===== src/rtl/add_seq_ctrl.sv =====
// Round-robin sequencer sharing one 25-input add reduction datapath between NREQ requesters.
// Optional ADD_SEQ_STATS_EN adds a 16-bit completed-response counter on stat_cnt.
module add_seq_ctrl #(
  parameter int unsigned NREQ = 2,
  parameter int unsigned W    = 25,
  parameter int unsigned LAT  = 1,
  parameter int unsigned IDW  = 3
) (
  input  logic              clk,
  input  logic              rst,
  input  logic [NREQ-1:0]   req_valid,
  output logic [NREQ-1:0]   req_ready,
  input  logic [NREQ*W-1:0] req_op,
  output logic              resp_valid,
  input  logic              resp_ready,
  output logic [IDW-1:0]    resp_id,
  output logic              resp_data,
  output logic [W-1:0]      dp_op,
  output logic              dp_on,
  output logic              dp_rst,
  input  logic              dp_out,
  output logic              busy
`ifdef ADD_SEQ_STATS_EN
  ,
  output logic [15:0]       stat_cnt
`endif
);

  localparam int unsigned CNTW = 3;
  localparam int unsigned SELW = (NREQ > 1) ? $clog2(NREQ) : 1;

  typedef enum logic [1:0] {
    S_IDLE  = 2'd0,
    S_ISSUE = 2'd1,
    S_WAIT  = 2'd2,
    S_RESP  = 2'd3
  } state_e;

  state_e          state_q, state_d;
  logic [IDW-1:0]  last_q, last_d;
  logic [IDW-1:0]  id_q, id_d;
  logic [W-1:0]    hold_q, hold_d;
  logic [CNTW-1:0] cnt_q, cnt_d;
  logic            data_q, data_d;
  logic            valid_q, valid_d;
  logic            on_q, on_d;
  logic            busy_q, busy_d;
  logic            dprst_q;

  logic            gnt_vld;
  logic [IDW-1:0]  gnt_idx;
  logic            hi_vld, lo_vld;
  logic [IDW-1:0]  hi_idx, lo_idx;
  logic [W-1:0]    sel_op;

  // Round robin: lowest valid index above last_grant wins, else lowest valid index overall.
  always_comb begin
    hi_vld = 1'b0;
    lo_vld = 1'b0;
    hi_idx = '0;
    lo_idx = '0;
    for (int i = 0; i < int'(NREQ); i++) begin
      if (req_valid[SELW'(i)]) begin
        if (IDW'(i) > last_q) begin
          if (!hi_vld) begin
            hi_vld = 1'b1;
            hi_idx = IDW'(i);
          end
        end else if (!lo_vld) begin
          lo_vld = 1'b1;
          lo_idx = IDW'(i);
        end
      end
    end
    gnt_vld = hi_vld | lo_vld;
    gnt_idx = hi_vld ? hi_idx : lo_idx;
  end

  always_comb begin
    req_ready = '0;
    sel_op    = '0;
    for (int i = 0; i < int'(NREQ); i++) begin
      req_ready[SELW'(i)] = (state_q == S_IDLE) && gnt_vld && (gnt_idx == IDW'(i));
      if (gnt_idx == IDW'(i)) begin
        sel_op = req_op[i*W +: W];
      end
    end
  end

  // Next-state and registered-output logic
  always_comb begin
    state_d = state_q;
    last_d  = last_q;
    id_d    = id_q;
    hold_d  = hold_q;
    cnt_d   = cnt_q;
    data_d  = data_q;
    case (state_q)
      S_IDLE: begin
        if (gnt_vld) begin
          hold_d  = sel_op;
          id_d    = gnt_idx;
          last_d  = gnt_idx;
          state_d = S_ISSUE;
        end
      end
      S_ISSUE: begin
        cnt_d   = CNTW'(LAT);
        state_d = S_WAIT;
      end
      S_WAIT: begin
        if (cnt_q == CNTW'(1)) begin
          data_d  = dp_out;
          state_d = S_RESP;
        end else begin
          cnt_d = cnt_q - CNTW'(1);
        end
      end
      S_RESP: begin
        if (resp_ready) begin
          state_d = S_IDLE;
        end
      end
      default: state_d = S_IDLE;
    endcase
    valid_d = (state_d == S_RESP);
    on_d    = (state_d == S_ISSUE);
    busy_d  = (state_d != S_IDLE);
  end

  always_ff @(posedge clk or negedge rst) begin
    if (!rst) begin
      state_q <= S_IDLE;
      last_q  <= IDW'(NREQ - 1);
      id_q    <= '0;
      hold_q  <= '0;
      cnt_q   <= '0;
      data_q  <= 1'b0;
      valid_q <= 1'b0;
      on_q    <= 1'b0;
      busy_q  <= 1'b0;
      dprst_q <= 1'b0;
    end else begin
      state_q <= state_d;
      last_q  <= last_d;
      id_q    <= id_d;
      hold_q  <= hold_d;
      cnt_q   <= cnt_d;
      data_q  <= data_d;
      valid_q <= valid_d;
      on_q    <= on_d;
      busy_q  <= busy_d;
      dprst_q <= 1'b1;
    end
  end

  assign resp_valid = valid_q;
  assign resp_id    = id_q;
  assign resp_data  = data_q;
  assign dp_op      = hold_q;
  assign dp_on      = on_q;
  assign dp_rst     = dprst_q;
  assign busy       = busy_q;

`ifdef ADD_SEQ_STATS_EN
  logic [15:0] stat_q;

  // Completed response handshakes, wrapping at 16 bits
  always_ff @(posedge clk or negedge rst) begin
    if (!rst) begin
      stat_q <= '0;
    end else if (state_q == S_RESP && resp_ready) begin
      stat_q <= stat_q + 16'd1;
    end
  end

  assign stat_cnt = stat_q;
`endif

endmodule

===== config.mk =====
export PLATFORM = sky130hd
export DESIGN_NAME = add_seq_ctrl
export DESIGN_NICKNAME = d
export VERILOG_FILES = /design/src/rtl/add_seq_ctrl.sv
export SDC_FILE = /design/constraint.sdc
export NUM_CORES = 1
export LEC_CHECK = 0
export CAP_MARGIN = 10
export CORE_MARGIN = 2
export CORE_UTILIZATION = 28
export DETAILED_ROUTE_END_ITERATION = 10
export PLACE_DENSITY = 0.73
export SLEW_MARGIN = 5
export SYNTH_ARGS = -nofsm -noshare
export SYNTH_HDL_FRONTEND = slang
export SYNTH_SLANG_ARGS = --single-unit

===== constraint.sdc =====
create_clock -name clk -period 2.8 [get_ports clk]
set_input_delay 0.84 -clock clk [delete_from_list [all_inputs] [get_ports clk]]
set_output_delay 0.84 -clock clk [all_outputs]
set_load 0.05 [all_outputs]

---- Yosys cells after proc, flatten, opt, wreduce, memory -nomap -nowiden ----
Cells that the tools add are included.
operators by class
  eq/ne operators ......................... 7
  magnitude comparators ................... 1
  add/sub/neg operators ................... 1
  reduce and logical (&&, ||, !) cells .... 7
  multiplexer cells ....................... 10
  bitwise operators ....................... 1
operators by type and width
  kind                                                                 count
  2-bit case mux with 4 select lines                                   1
  2-bit == test (second input constant)                                3
  2-bit two-way mux                                                    3
  3-bit case mux with 2 select lines                                   1
  2-bit AND reduction                                                  3
  2-bit by 1-bit == test with 1-bit output (second input constant)     2
  1-bit two-way mux                                                    4
  2-bit nonzero test                                                   2
  3-bit by 1-bit == test with 1-bit output (second input constant)     1
  3-bit two-way mux                                                    1
  3-bit by 1-bit subtractor with 3-bit output (second input constant)  1
  2-bit logical NOT                                                    1
  2-bit inequality test (second input constant)                        1
  1-bit greater-than comparator (first input constant)                 1
  1-bit logical AND                                                    1
  1-bit bitwise OR                                                     1
storage, ports and cells
  output and inout port bits .............. 35
  register bits after elaboration ......... 36
  logic and storage cells ................. 36

---- Depth between registers and ports, before layout ----
  depth after elaboration ................. 7
  mapped depth ............................ 5
  gate-level depth less buffers ........... 5

---- Worst setup path before layout ----
Ideal clock, no wire load.
  path type ............................... input to output
  from .................................... input req_valid[0]
  to ...................................... output req_ready[0]
  stages on the path ...................... 1
  data arrival time ....................... 1.986 ns
  path slack .............................. -0.026 ns
  cells stage by stage .................... nor3b_1
on the way
  cells in the longest elaborated chain, start to end .. 3
  elaborated cells on any way between the ends .. 4
  classes of those cells .................. 2 x mux; 1 x bitwise; 1 x reduce/logical
RTL lines
  item                   line  RTL
  start: declaration     11    input logic [NREQ-1:0] req_valid,
  1-bit two-way mux      63    if (req_valid[SELW'(i)]) begin
  1-bit bitwise OR (*)   75    gnt_vld = hi_vld | lo_vld;
  1-bit logical AND (*)  -
  end: declaration       12    output logic [NREQ-1:0] req_ready,
Every way passes the cells marked *; elsewhere a longest branch is shown, timed or not.

---- Worst setup path in the final report ----
Same ends and word-level chain as after synthesis.

==> impl_metrics.csv <==
group,metric,value,unit
timing,fin_worst_skew,3.82,ps
clock_network,h-tree-depth,2,
power_and_ir_drop,power.share.clock,14.9,%
clock_network,cts_resized,0,
global_routing,grt-ovfl-total,0,
power_and_ir_drop,p_switching,0.00137,W
setup_path,cp-startpoint,"req_valid[0]",
synthesis,ys_seq_area_share,59.7,%
global_routing,grt_pass1_wl,4.60,mm
power_and_ir_drop,power_frac_comb,55.4,%
layout,finalNetCount,226,
drt,vias,991,
placement,hpwl,2.12,mm
placement,place_area,0.00215,mm2
timing,post-route-min-period,2600,ps
layout,antenna_cells,0,
layout,final_util,44.6,%
floorplan,core.rowCount,26,
layout,layout-drive-gt1-share,18.9,%
layout,final_common_cell,"clkdlybuf4s50_1",
clock_network,root_buffer,"clkbuf_8",
synthesis,ys_ff_latch,35,
global_routing,grt_use_total,10.2,%
synthesis,synthesis.area,0.00147,mm2
global_routing,grt_start_max_net_pins,36,
timing,rsz0062_at_grt,"false",
run,max_cap_violations,0,
timing,finalSetupViolCount,0,
hold_path,worstHoldStart,"dp_op[23]",
power_and_ir_drop,power.ir.vdd_worst,0.516,mV
power_and_ir_drop,p_seq_share,29.6,%
clock_network,cts.sinks,35,
timing,slew_headroom,63.2,%
floorplan,die-area,0.00584,mm2
drt,drtPass1Iterations,4,
setup_path,crit-reg2reg-launch,"state_q[0]",
global_routing,antenna_found_initial,0,
floorplan,start_util,28.9,%
synthesis,yosysWarnings,0,
clock_network,numCtsBuffers,5,
synthesis,avgSynthCellArea,14.1,um2
clock_network,clock_latency,270,ps
setup_path,cp-start-kind,"input pin",
clock_network,postCtsSetupRepairBufs,0,
timing,max_freq,384,MHz
global_routing,grt-busiest-layer,"met2",
drt,viasPerCell,4.15,
timing,drv_slew,0,
layout,syn_to_final_growth,54.2,%
drt,route.detailed.wl_per_inst,12.1,um
floorplan,dieHeight,76.4,um
placement,gp_congestion,0.719,
clock_network,cts.clk_slew.worst_paths,70,ps
power_and_ir_drop,p_int,0.00169,W
power_and_ir_drop,p_sw_share,44.9,%
synthesis,ys_types,28,
global_routing,grt_util_met2,14.2,%
layout,fin_area,0.00226,mm2
synthesis,synthCells,104,
hold_path,hold_path.class,"reg -> reg",
timing,worst_slew_pin_slew,552,ps
timing,fin_crit_sh,92.9,%
clock_network,cts_hold_buf,0,
drt,totalWireLength,2.89,mm
power_and_ir_drop,p_leak,0.947,nW
drt,drc,0,
layout,layout_common_cells,"59 x clkdlybuf4s50_1, 35 x dfrtp_1, 18 x mux2_2",
setup_path,end_kind,"primary output",
setup_path,cp_max_fo,2,
setup_path,cp.arrival,1760,ps
placement,place.port_buffers,60,
global_routing,grt_pass1_vias,918,
setup_path,critPathKind,"in -> out",
timing,hold_viol,0,
run_status,status,"complete, no violations",
clock_network,cts_buffer_depth,2,
drt,drt_iter0_drc,29,
floorplan,die_x,76.4,um
clock_network,cts_tree,"yes",
timing,fin_tns_setup,0,ps
drt,postRouteAntennaNets,0,
setup_path,cp_data_required_time,1960,ps
global_routing,met1_usage,14.1,%
global_routing,use_met3,3.20,%
power_and_ir_drop,power_density,1350,mW/mm2
floorplan,io_pins,91,
floorplan,fp.coreArea,0.00507,mm2
==> metal layers <==
| layer | part of all wire, % | wire, um |
|---|---|---|
| met5 | 0 | 0 |
| met3 | 7.5 | 218 |
| met2 | 41 | 1170 |
| met1 | 51 | 1480 |
| met4 | 0.83 | 24 |
==> area by class of cell <==
type / count / area (um2)
fill: 485 / 2810
sequential: 35 / 876
timing repair buffer: 63 / 646
multi-input combinational: 60 / 526
tap: 70 / 87.6
clock buffer: 6 / 82.6
clock inverter: 2 / 35.0
inverter: 3 / 11.3
==> flip-flops by register name (all words and copies together) (netlist names) <==
register	flops
dp_op	25
resp_data	1
busy	1
cnt_q	3
dp_rst	1
resp_valid	1
dp_on	1
state_q	2
==> cells in the mapped netlist, drive strengths merged <==
cell | instances | area (um2)
a22o | 1 | 8.76
o21ai | 2 | 10.0
a21oi | 2 | 10.0
nor3b | 2 | 26.3
mux2 | 27 | 304
nor4b | 1 | 8.76
nor3 | 1 | 5.00
nand2 | 4 | 15.0
clkbuf | 2 | 7.51
nand3b | 1 | 7.51
inv | 3 | 11.3
conb | 2 | 7.51
nor2b | 1 | 6.26
o31a | 1 | 8.76
ha | 2 | 25.0
o31ai | 1 | 7.51
nand3 | 1 | 5.00
mux2i | 1 | 10.0
nor2 | 1 | 3.75
a22oi | 1 | 7.51
o22ai | 1 | 6.26
buf | 7 | 63.8
nand2b | 3 | 18.8
dfrtp | 35 | 876
o21a | 1 | 7.51
==> worst paths after layout <==
path	to	slack (ps)	cells past startpoint
max reg2reg	dp_op[24]	1230	3
min reg2reg	dp_op[23]	480	1
max in group asynchronous	dp_op[7]	1520	2
min	dp_op[23]	480	1
min in group asynchronous	dp_op[6]	970	2
max	req_ready[0]	200	3
==> logic make-up (layout without fill, tap and decap cells) <==
group                    Yosys count  in the layout  synth area share (%)
buffers and inverters             12             74                  5.63
adder cells (fa/ha/maj)            2              2                  1.70
other                              2              5                 0.512
multiplexers                      28             28                  21.4
AND/OR/NAND/NOR                   15             15                  6.56
AO/OA/AOI/OAI                     10             10                  4.52
flip-flops                        35             35                  59.7
==> power by group through the flow <==
stage | logic, W | registers, W | clock network [W]
finish | 0.00170 | 0.000907 | 0.000457
global route | 0.00178 | 0.000941 | 0.000494
CTS | 0.00171 | 0.000908 | 0.000476
detailed placement | 0.00171 | 0.000919 | 0
global placement | 0.00170 | 0.000906 | 0
floorplan | 0.000470 | 0.00161 | 0
==> worst max-delay path: stages <==
cell             delay, ps
clkdlybuf4s50_1        480
nor3b_2                270
buf_12                 180
==> through the flow <==
step	hold WS [ps]	instances	power (W)	worst slack, ps
2_1_floorplan	488	107	0.00208	467
3_3_place_gp	467	231	0.00260	175
3_5_place_dp	474	231	0.00263	187
4_1_cts	490	239	0.00310	171
5_1_grt	507	239	0.00321	134
6_report	482	239	0.00306	199
Note: power is estimated with default switching activity, not from simulation.
